`src/rtl/edge_det_pkg.sv`:
```
// Shared definitions for the multi-channel edge detector: mode encodings and
// a helper that extracts one channel's 2-bit mode field from the packed bus.
package edge_det_pkg;

    // Per-channel mode encodings; bit0 enables rising, bit1 enables falling.
    localparam logic [1:0] MODE_OFF  = 2'b00;
    localparam logic [1:0] MODE_RISE = 2'b01;
    localparam logic [1:0] MODE_FALL = 2'b10;
    localparam logic [1:0] MODE_BOTH = 2'b11;

    // Widest channel count the mode helper can address.
    localparam int unsigned MAX_CH     = 64;
    localparam int unsigned MODE_VEC_W = 2 * MAX_CH;

    // Return bits [2*ch+1:2*ch] of a zero-extended packed mode bus.
    function automatic logic [1:0] mode_slice(input logic [MODE_VEC_W-1:0] mode_vec,
                                              input int unsigned         ch);
        return mode_vec[2*ch +: 2];
    endfunction

endpackage

```
`src/rtl/edge_det_chan.sv`:
```
// One edge-detector channel: input synchroniser, consecutive-sample glitch
// filter and registered rising/falling pulse generation.
module edge_det_chan
    import edge_det_pkg::*;
#(
    parameter int unsigned SYNC_STAGES = 2,
    parameter int unsigned FILT_CYCLES = 3,
    parameter int unsigned CNT_W       = $clog2(FILT_CYCLES + 1)
) (
    input  logic       clk,
    input  logic       reset_n,
    input  logic       in,
    input  logic [1:0] mode,
    output logic       level,
    output logic       rising,
    output logic       falling,
    output logic       rise_next,
    output logic       fall_next
);

    localparam logic [CNT_W-1:0] CNT_LAST = CNT_W'(FILT_CYCLES - 1);

    logic [SYNC_STAGES-1:0] sync_q;
    logic                   s;
    logic                   level_q, level_d;
    logic [CNT_W-1:0]       cnt_q, cnt_d;
    logic                   rising_q, falling_q;
    logic                   rise_en, fall_en;

    assign s       = sync_q[SYNC_STAGES-1];
    assign rise_en = |(mode & MODE_RISE);
    assign fall_en = |(mode & MODE_FALL);

    // Synchroniser shift chain; bit 0 captures the raw pin.
    always_ff @(posedge clk or negedge reset_n) begin
        if (!reset_n) begin
            sync_q <= '0;
        end else begin
            sync_q <= {sync_q[SYNC_STAGES-2:0], in};
        end
    end

    // Filter next state: level flips only after FILT_CYCLES consecutive differing samples.
    always_comb begin
        level_d   = level_q;
        cnt_d     = cnt_q;
        rise_next = 1'b0;
        fall_next = 1'b0;
        if (s == level_q) begin
            cnt_d = '0;
        end else if (cnt_q == CNT_LAST) begin
            level_d = s;
            cnt_d   = '0;
        end else begin
            cnt_d = cnt_q + CNT_W'(1);
        end
        rise_next = ~level_q & level_d & rise_en;
        fall_next = level_q & ~level_d & fall_en;
    end

    // Filter state and registered edge pulses.
    always_ff @(posedge clk or negedge reset_n) begin
        if (!reset_n) begin
            level_q   <= 1'b0;
            cnt_q     <= '0;
            rising_q  <= 1'b0;
            falling_q <= 1'b0;
        end else begin
            level_q   <= level_d;
            cnt_q     <= cnt_d;
            rising_q  <= rise_next;
            falling_q <= fall_next;
        end
    end

    assign level   = level_q;
    assign rising  = rising_q;
    assign falling = falling_q;

endmodule

```
`src/rtl/multi_edge_detector.sv`:
```
// N-channel edge detector top: per-channel sync/filter/pulse instances plus
// sticky write-1-to-clear status flags and a registered combined interrupt.
module multi_edge_detector
    import edge_det_pkg::*;
#(
    parameter int unsigned N_CH        = 4,
    parameter int unsigned SYNC_STAGES = 2,
    parameter int unsigned FILT_CYCLES = 3
) (
    input  logic              clk,
    input  logic              reset_n,
    input  logic [N_CH-1:0]   in,
    input  logic [2*N_CH-1:0] mode,
    input  logic [N_CH-1:0]   clear,
    output logic [N_CH-1:0]   level,
    output logic [N_CH-1:0]   rising,
    output logic [N_CH-1:0]   falling,
    output logic [N_CH-1:0]   status,
    output logic              irq
);

    // Derived filter counter width; not meant to be overridden.
    localparam int unsigned CNT_W = $clog2(FILT_CYCLES + 1);

    logic [N_CH-1:0] rise_next, fall_next;
    logic [N_CH-1:0] status_q, status_d;
    logic            irq_q;

    for (genvar i = 0; i < N_CH; i++) begin : g_chan
        edge_det_chan #(
            .SYNC_STAGES(SYNC_STAGES),
            .FILT_CYCLES(FILT_CYCLES),
            .CNT_W      (CNT_W)
        ) u_chan (
            .clk      (clk),
            .reset_n  (reset_n),
            .in       (in[i]),
            .mode     (mode_slice(MODE_VEC_W'(mode), i)),
            .level    (level[i]),
            .rising   (rising[i]),
            .falling  (falling[i]),
            .rise_next(rise_next[i]),
            .fall_next(fall_next[i])
        );
    end

    // Sticky status: a new pulse wins over a simultaneous clear.
    always_comb begin
        status_d = (status_q & ~clear) | rise_next | fall_next;
    end

    // Status and irq registers; irq tracks status with identical timing.
    always_ff @(posedge clk or negedge reset_n) begin
        if (!reset_n) begin
            status_q <= '0;
            irq_q    <= 1'b0;
        end else begin
            status_q <= status_d;
            irq_q    <= |status_d;
        end
    end

    assign status = status_q;
    assign irq    = irq_q;

endmodule

```
`config.mk`:
```
export PLATFORM = sky130hd
export DESIGN_NAME = multi_edge_detector
export DESIGN_NICKNAME = d
export VERILOG_FILES = /design/src/rtl/edge_det_pkg.sv /design/src/rtl/edge_det_chan.sv /design/src/rtl/multi_edge_detector.sv
export SDC_FILE = /design/constraint.sdc
export NUM_CORES = 1
export LEC_CHECK = 0
export ABC_CLOCK_PERIOD_IN_PS = 1630
export BUFFER_PORTS_ARGS = -buffer_cell sky130_fd_sc_hd__buf_4
export CORE_MARGIN = 3
export CORE_UTILIZATION = 45
export CTS_BUF_LIST = sky130_fd_sc_hd__clkbuf_2
export DETAILED_ROUTE_END_ITERATION = 10
export PLACE_DENSITY_LB_ADDON = 0.15
export SYNTH_ARGS = -nofsm -noshare
export SYNTH_HDL_FRONTEND = slang
export SYNTH_HIERARCHICAL = 1
export SYNTH_SLANG_ARGS = --single-unit
```
`constraint.sdc`:
```
create_clock -name clk -period 1.63 [get_ports clk]
set_clock_uncertainty 0.2 [all_clocks]
set_input_delay 0.163 -clock clk [delete_from_list [all_inputs] [get_ports clk]]
set_output_delay 0.163 -clock clk [all_outputs]
set_load 0.02 [all_outputs]
```
==> impl_metrics.yaml, run 1 <==
pwr:
  cellLeakagePower_nw: 0.8725
  ir_drop_v: 0.001158
  pwr-share-comb: 0.341
  share_seq_of_total_power: 0.458
  p_per_area_nw_per_um2: 1449
  clockPowerShare: 0.201
  report.power.total_w: 0.002541
  switching_share: 0.3040
  intPower_w: 0.001769
  p_switching_w: 0.0007724
final_layout:
  final_layout_size_suffix_gt1_frac: 0.4178
  antennaDiodeCount: 0
  final_design_area_no_fill_um2: 1754
  final_nets: 163
  stdcell_count: 174
  synthToLayoutAreaGrowth_pct: 49.15
clock_network:
  cts_made_buffers: 5
  worstSkewPairLatency_ps: 340
  ctsRootBufferMaster: "clkbuf_2"
  cts_tree: "yes"
  h-tree-depth: 2
  clk_pin_slew_ps: 160
  clk_path_buf_depth: 2
  clock-sinks: 33
logic_synthesis:
  synth_top_family_by_area: "simple AND/OR/NAND/NOR gates"
  synth-edff-count: 0
  synth_xor_area_frac: 0.02979
  ys_top_cells_by_count: "dfrtp_1, nor3_1, nand2_1"
  syn-num-nets: 98
  ys_types: 14
  yosys.area_share.adder: 0
  yosys.area_share.simple: 0.1872
  ys_dominant_reg_cell: "dfrtp_1"
  synth_top_area_frac: 0.7021
  synthCells: 80
  syn_area_per_cell_um2: 14.70
  yosysMostFrequentCell: "dfrtp_1"
  syn_area_um2: 1176
  synthTopCellsByArea: "dfrtp_1, mux2_4, nor3_1"
  synth_compound_area_frac: 0.01702
  synth_area_leader_cell: "dfrtp_1"
  synth.area.mux_share: 0.05106
  yosysWarningCount: 6
  synthArstFlopShare: 1.000
  ys_ff_latch: 33
  synth-seq-area-share: 0.7021
global_routing:
  antenna_found_initial: 0
  first_global_vias: 897
  overflow: 0
  track_usage: 0.1580
  grt_pass1_wl_um: 3850
  grt_max_degree: 34
place:
  place_worst_setup_slack_ps: -34.28
  hpwl_um: 1512
  dpl_cell_area_um2: 1505
  gp_congestion: 0.7365
  numPortBuffers: 34
  dp.cells: 147
setup_path:
  worstSetupEndpointType: "flip-flop"
  worstPathCellList: "nor2b_4 > and4b_1 > nor2_1 > o21ai_1 > or4_1"
  crit_family: "simple AND/OR/NAND/NOR gates"
  max_stage_delay_ps: 470
  cp_slowest_cell: "or4_1"
  path_max_fanout: 3
  cp_data_arrival_time_ps: 1700
  start_kind: "flip-flop"
  crit_required_ps: 1660
  critPathKind: "reg2reg"
  path_buf_inv: 0
sta:
  finalHoldViolations: 0
  max_freq_ghz: 0.6010
  slew_headroom: 0.7321
  finalMaxSlewViolations: 0
  setup_slack_ps: -33.84
  period_share: 1.021
  finalCriticalPeriod_ps: 1664
  setup_viol: 1
  worstMarginPinSlew_ps: 401.9
  rsz0062_at_grt: "yes"
floorplanning:
  fp.dieH_um: 57.13
  fp.dieW_um: 57.13
  coreArea_um2: 2340
  io_pins: 35
  dieArea_um2: 3263
  fp-row-count: 17
  initial_core_util: 0.5027
drt:
  wl_um: 2185
  first_pass_iters: 2
  vias_per_cell: 4.805
  drtIter0Drc: 15
  antenna_left: 0
  drc_errors: 0
  num_vias: 836
  avgRoutedWirePerCell_um: 12.56
run_status:
  violations: "setup timing"
  outcome: "complete, but fails checks"
hold_path:
  hold_path.class: "in2async"
run:
  drv_cap: 0
-- kinds of logic after synthesis --
family	after synthesis
flip-flops	33
AND/OR/NAND/NOR	31
AO/OA/AOI/OAI	4
multiplexers	4
XOR/XNOR	4
buffers and inverters	4
-- path summary, 6_finish.rpt --
check                                           start                          to  slack (ps)  cells after the start
setup / recovery            g_chan[0].u_chan/cnt_q[1]                         irq         -30                      5
hold / removal                                reset_n   g_chan[2].u_chan/cnt_q[0]          70                      2
setup reg to reg            g_chan[0].u_chan/cnt_q[1]                         irq         -30                      5
hold reg to reg            g_chan[3].u_chan/sync_q[0]  g_chan[3].u_chan/sync_q[1]         160                      0
max in group asynchronous                     reset_n      g_chan[0].u_chan/level         850                      2
min in group clk           g_chan[3].u_chan/sync_q[0]  g_chan[3].u_chan/sync_q[1]         160                      0
-- layer usage --
layer / wire [µm] / share of wire / GRT usage / vias to the layer above
met5: 0 / 0 / 0 / -
met4: 34 / 0.016 / 0.07947 / 0
met3: 166 / 0.076 / 0.05882 / 5
met2: 1064 / 0.49 / 0.2529 / 30
met1: 921 / 0.42 / 0.1867 / 399
li1: - / - / - / 402
-- area by class of cell --
type / instances / area [µm²]
fillers: 167 / 585.6
well taps: 28 / 35.03
multi-input cells: 43 / 335.3
clock inverters: 2 / 33.78
clock buffers: 6 / 30.03
inverters: 4 / 15.01
flip-flops and latches: 33 / 827.0
repair buffers: 58 / 478.0
-- cell usage in the layout, fill, tap and decap left out, types with 2 or more instances in the layout --
| cell | instances |
|---|---|
| buf_4 | 41 |
| and4b_1 | 2 |
| o21ai_1 | 3 |
| nand2_1 | 6 |
| xnor2_1 | 4 |
| mux2_4 | 4 |
| nor3b_2 | 4 |
| nor2_1 | 4 |
| nor3_1 | 10 |
| dlygate4sd3_1 | 17 |
| clkbuf_2 | 6 |
| nand2b_4 | 3 |
| inv_1 | 4 |
| dfrtp_1 | 32 |
-- state kept, by name, indices dropped and copies added, names as in the netlist --
| register | cells |
|---|---|
| g_chan.u_chan/cnt_q | 8 |
| g_chan.u_chan/sync_q | 8 |
| g_chan.u_chan/falling | 4 |
| g_chan.u_chan/level | 4 |
| g_chan.u_chan/rising | 4 |
| status | 4 |
| irq | 1 |
-- timing repair --
action / 4_1_cts / 5_1_grt
hold endpoints to repair: 50 / 0
resized for setup: 0 / 0
pin swaps: 0 / 1
hold buffers: 17 / 0
buffers inserted: 1 / 1
gates cloned: 0 / 0
setup endpoints to repair: 1 / 1
-- worst register-to-register path: cells and delay by family, from the launching register on --
family	cells	cell delay (ps)
simple gates	4	870
compound gates	1	80
flops	1	410
-- power groups by stage --
stage	Sequential, W	Combinational (W)	Clock (W)
finish	0.00116	0.000866	0.000511
global route	0.00120	0.000951	0.000571
CTS	0.00117	0.000863	0.000531
detailed placement	0.00118	0.000821	0
global placement	0.00117	0.000796	0
floorplan	0.00128	0.000370	0
-- through the flow --
stage | util | hold slack (ps) | TNS (ps)
floorplan | - | -332.6 | 0
global placement | 0.6433 | -83.15 | 0
detailed placement | 0.6433 | -78.29 | -34.28
CTS | 0.7465 | 55.39 | -51.52
global route | 0.7497 | 69.31 | -117.1
finish | 0.7497 | 71.06 | -33.84
(Power assumes the default switching activity.)
==> inputs of run 2 (changes only) <==
RECOVER_POWER = 100   (was not set)
==> impl_metrics.yaml, run 2 (synthesis results as in run 1) <==
pwr:
  intPower_w: 0.001767
  p_switching_w: 0.0007720
  clockPowerShare: 0.201
  p_per_area_nw_per_um2: 1450
  switching_share: 0.3040
  cellLeakagePower_nw: 0.8711
  share_seq_of_total_power: 0.458
  report.power.total_w: 0.002539
  pwr-share-comb: 0.340
  ir_drop_v: 0.001158
clock_network:
  cts_made_buffers: 5
  h-tree-depth: 2
  ctsRootBufferMaster: "clkbuf_2"
  clk_pin_slew_ps: 160
  post_cts_resized: 0
  clock-sinks: 33
  clk_path_buf_depth: 2
  worstSkewPairLatency_ps: 340
  cts_tree: "yes"
global_routing:
  met1_usage: 0.1867
  track_usage: 0.1580
  top_usage_layer: "met2"
  use_met2: 0.2529
  first_global_vias: 897
  grt_max_degree: 34
  gr-usage-met3: 0.05882
  overflow: 0
  grt_pass1_wl_um: 3850
  antenna_found_initial: 0
run_status:
  outcome: "complete, but fails checks"
  violations: "setup timing"
drt:
  drc_errors: 0
  wl_um: 2181
  drtIter0Drc: 15
  first_pass_iters: 2
  avgRoutedWirePerCell_um: 12.53
  num_vias: 835
  vias_per_cell: 4.799
  antenna_left: 0
sta:
  finalCriticalPeriod_ps: 1663
  max_freq_ghz: 0.6014
  finalMaxSlewViolations: 0
  finalHoldViolations: 0
  slew_headroom: 0.4756
  period_share: 1.020
  setup_slack_ps: -32.68
  rsz0062_at_grt: "yes"
  final.setup.tns_ps: -32.68
  setup_viol: 1
  worstMarginPinSlew_ps: 786.5
  whs_ps: 164.5
setup_path:
  start_kind: "flip-flop"
  path_max_fanout: 3
  worstSetupEndpointType: "flip-flop"
  critPathKind: "reg2reg"
  crit_required_ps: 1660
  cp_data_arrival_time_ps: 1700
floorplanning:
  fp.dieW_um: 57.13
  io_pins: 35
  dieArea_um2: 3263
  initial_core_util: 0.5027
  coreArea_um2: 2340
  fp.dieH_um: 57.13
  fp-row-count: 17
final_layout:
  fill_cells: 168
  multi_input_area_um2: 335.3
  final_layout_size_suffix_gt1_frac: 0.4178
  final_common_cell: "buf_4"
  final_nets: 163
  synthToLayoutAreaGrowth_pct: 48.94
  final_cell_mix: "buf_4, dfrtp_1, dlygate4sd3_1"
  regArea_um2: 827.0
  fin_util: 0.7487
  antennaDiodeCount: 0
  largest_registers: "g_chan.u_chan/cnt_q (8), g_chan.u_chan/sync_q (8)"
place:
  gp_congestion: 0.7365
  numPortBuffers: 34
  place_worst_setup_slack_ps: -34.28
  hpwl_um: 1512
run:
  drv_cap: 0
hold_path:
  hold_path.class: "reg2reg"
run 2: final timing paths:
check / slack (ps) / cells past startpoint / end / startpoint
worst max-delay path: -30 / 5 / irq / g_chan[0].u_chan/cnt_q[1]
worst min-delay path: 160 / 0 / g_chan[3].u_chan/sync_q[1] / g_chan[3].u_chan/sync_q[0]
worst max register to register: -30 / 5 / irq / g_chan[0].u_chan/cnt_q[1]
worst min register to register: 160 / 0 / g_chan[3].u_chan/sync_q[1] / g_chan[3].u_chan/sync_q[0]
max in group asynchronous: 480 / 2 / g_chan[0].u_chan/level / reset_n
min in group asynchronous: 210 / 2 / g_chan[2].u_chan/cnt_q[0] / reset_n
run 2: power by group through the flow:
stage | combinational [W] | sequential [W] | clock, W
after floorplan | 0.000370 | 0.00128 | 0
after global placement | 0.000796 | 0.00117 | 0
after detailed placement | 0.000821 | 0.00118 | 0
after CTS | 0.000863 | 0.00117 | 0.000531
after global routing | 0.000949 | 0.00120 | 0.000571
final | 0.000865 | 0.00116 | 0.000511
run 2: critical path, cell delays in order, from the launching register on:
cell	delay (ps)
dfrtp_1	410
nor2b_4	130
and4b_1	180
nor2_1	90
o21ai_1	80
or4_1	470
run 2: final cells by class:
cell class              instances  share of cell area
flip-flops and latches         33              0.4721
repair buffers                 58              0.2714
multi-input cells              43              0.1914
well taps                      28             0.02000
clock inverters                 2             0.01929
clock buffers                   6             0.01714
inverters                       4            0.008571
run 2: per-layer routing:
layer	vias up	share of wire
li1	402	-
met1	398	0.42
met2	30	0.49
met3	5	0.076
met4	0	0.016
met5	-	0
run 2: repair_timing:
action,in CTS,in global routing
buffers inserted,1,1
endpoints found under the setup margin,1,1
hold endpoints to repair,50,0
pin swaps,0,1
hold buffers,17,0
cloned,0,0
run 2: per-stage QoR:
step	cell area, µm²	std cells
finish	1752	174
global route	1752	174
CTS	1747	173
detailed placement	1505	147
global placement	1505	147
floorplan	1177	80
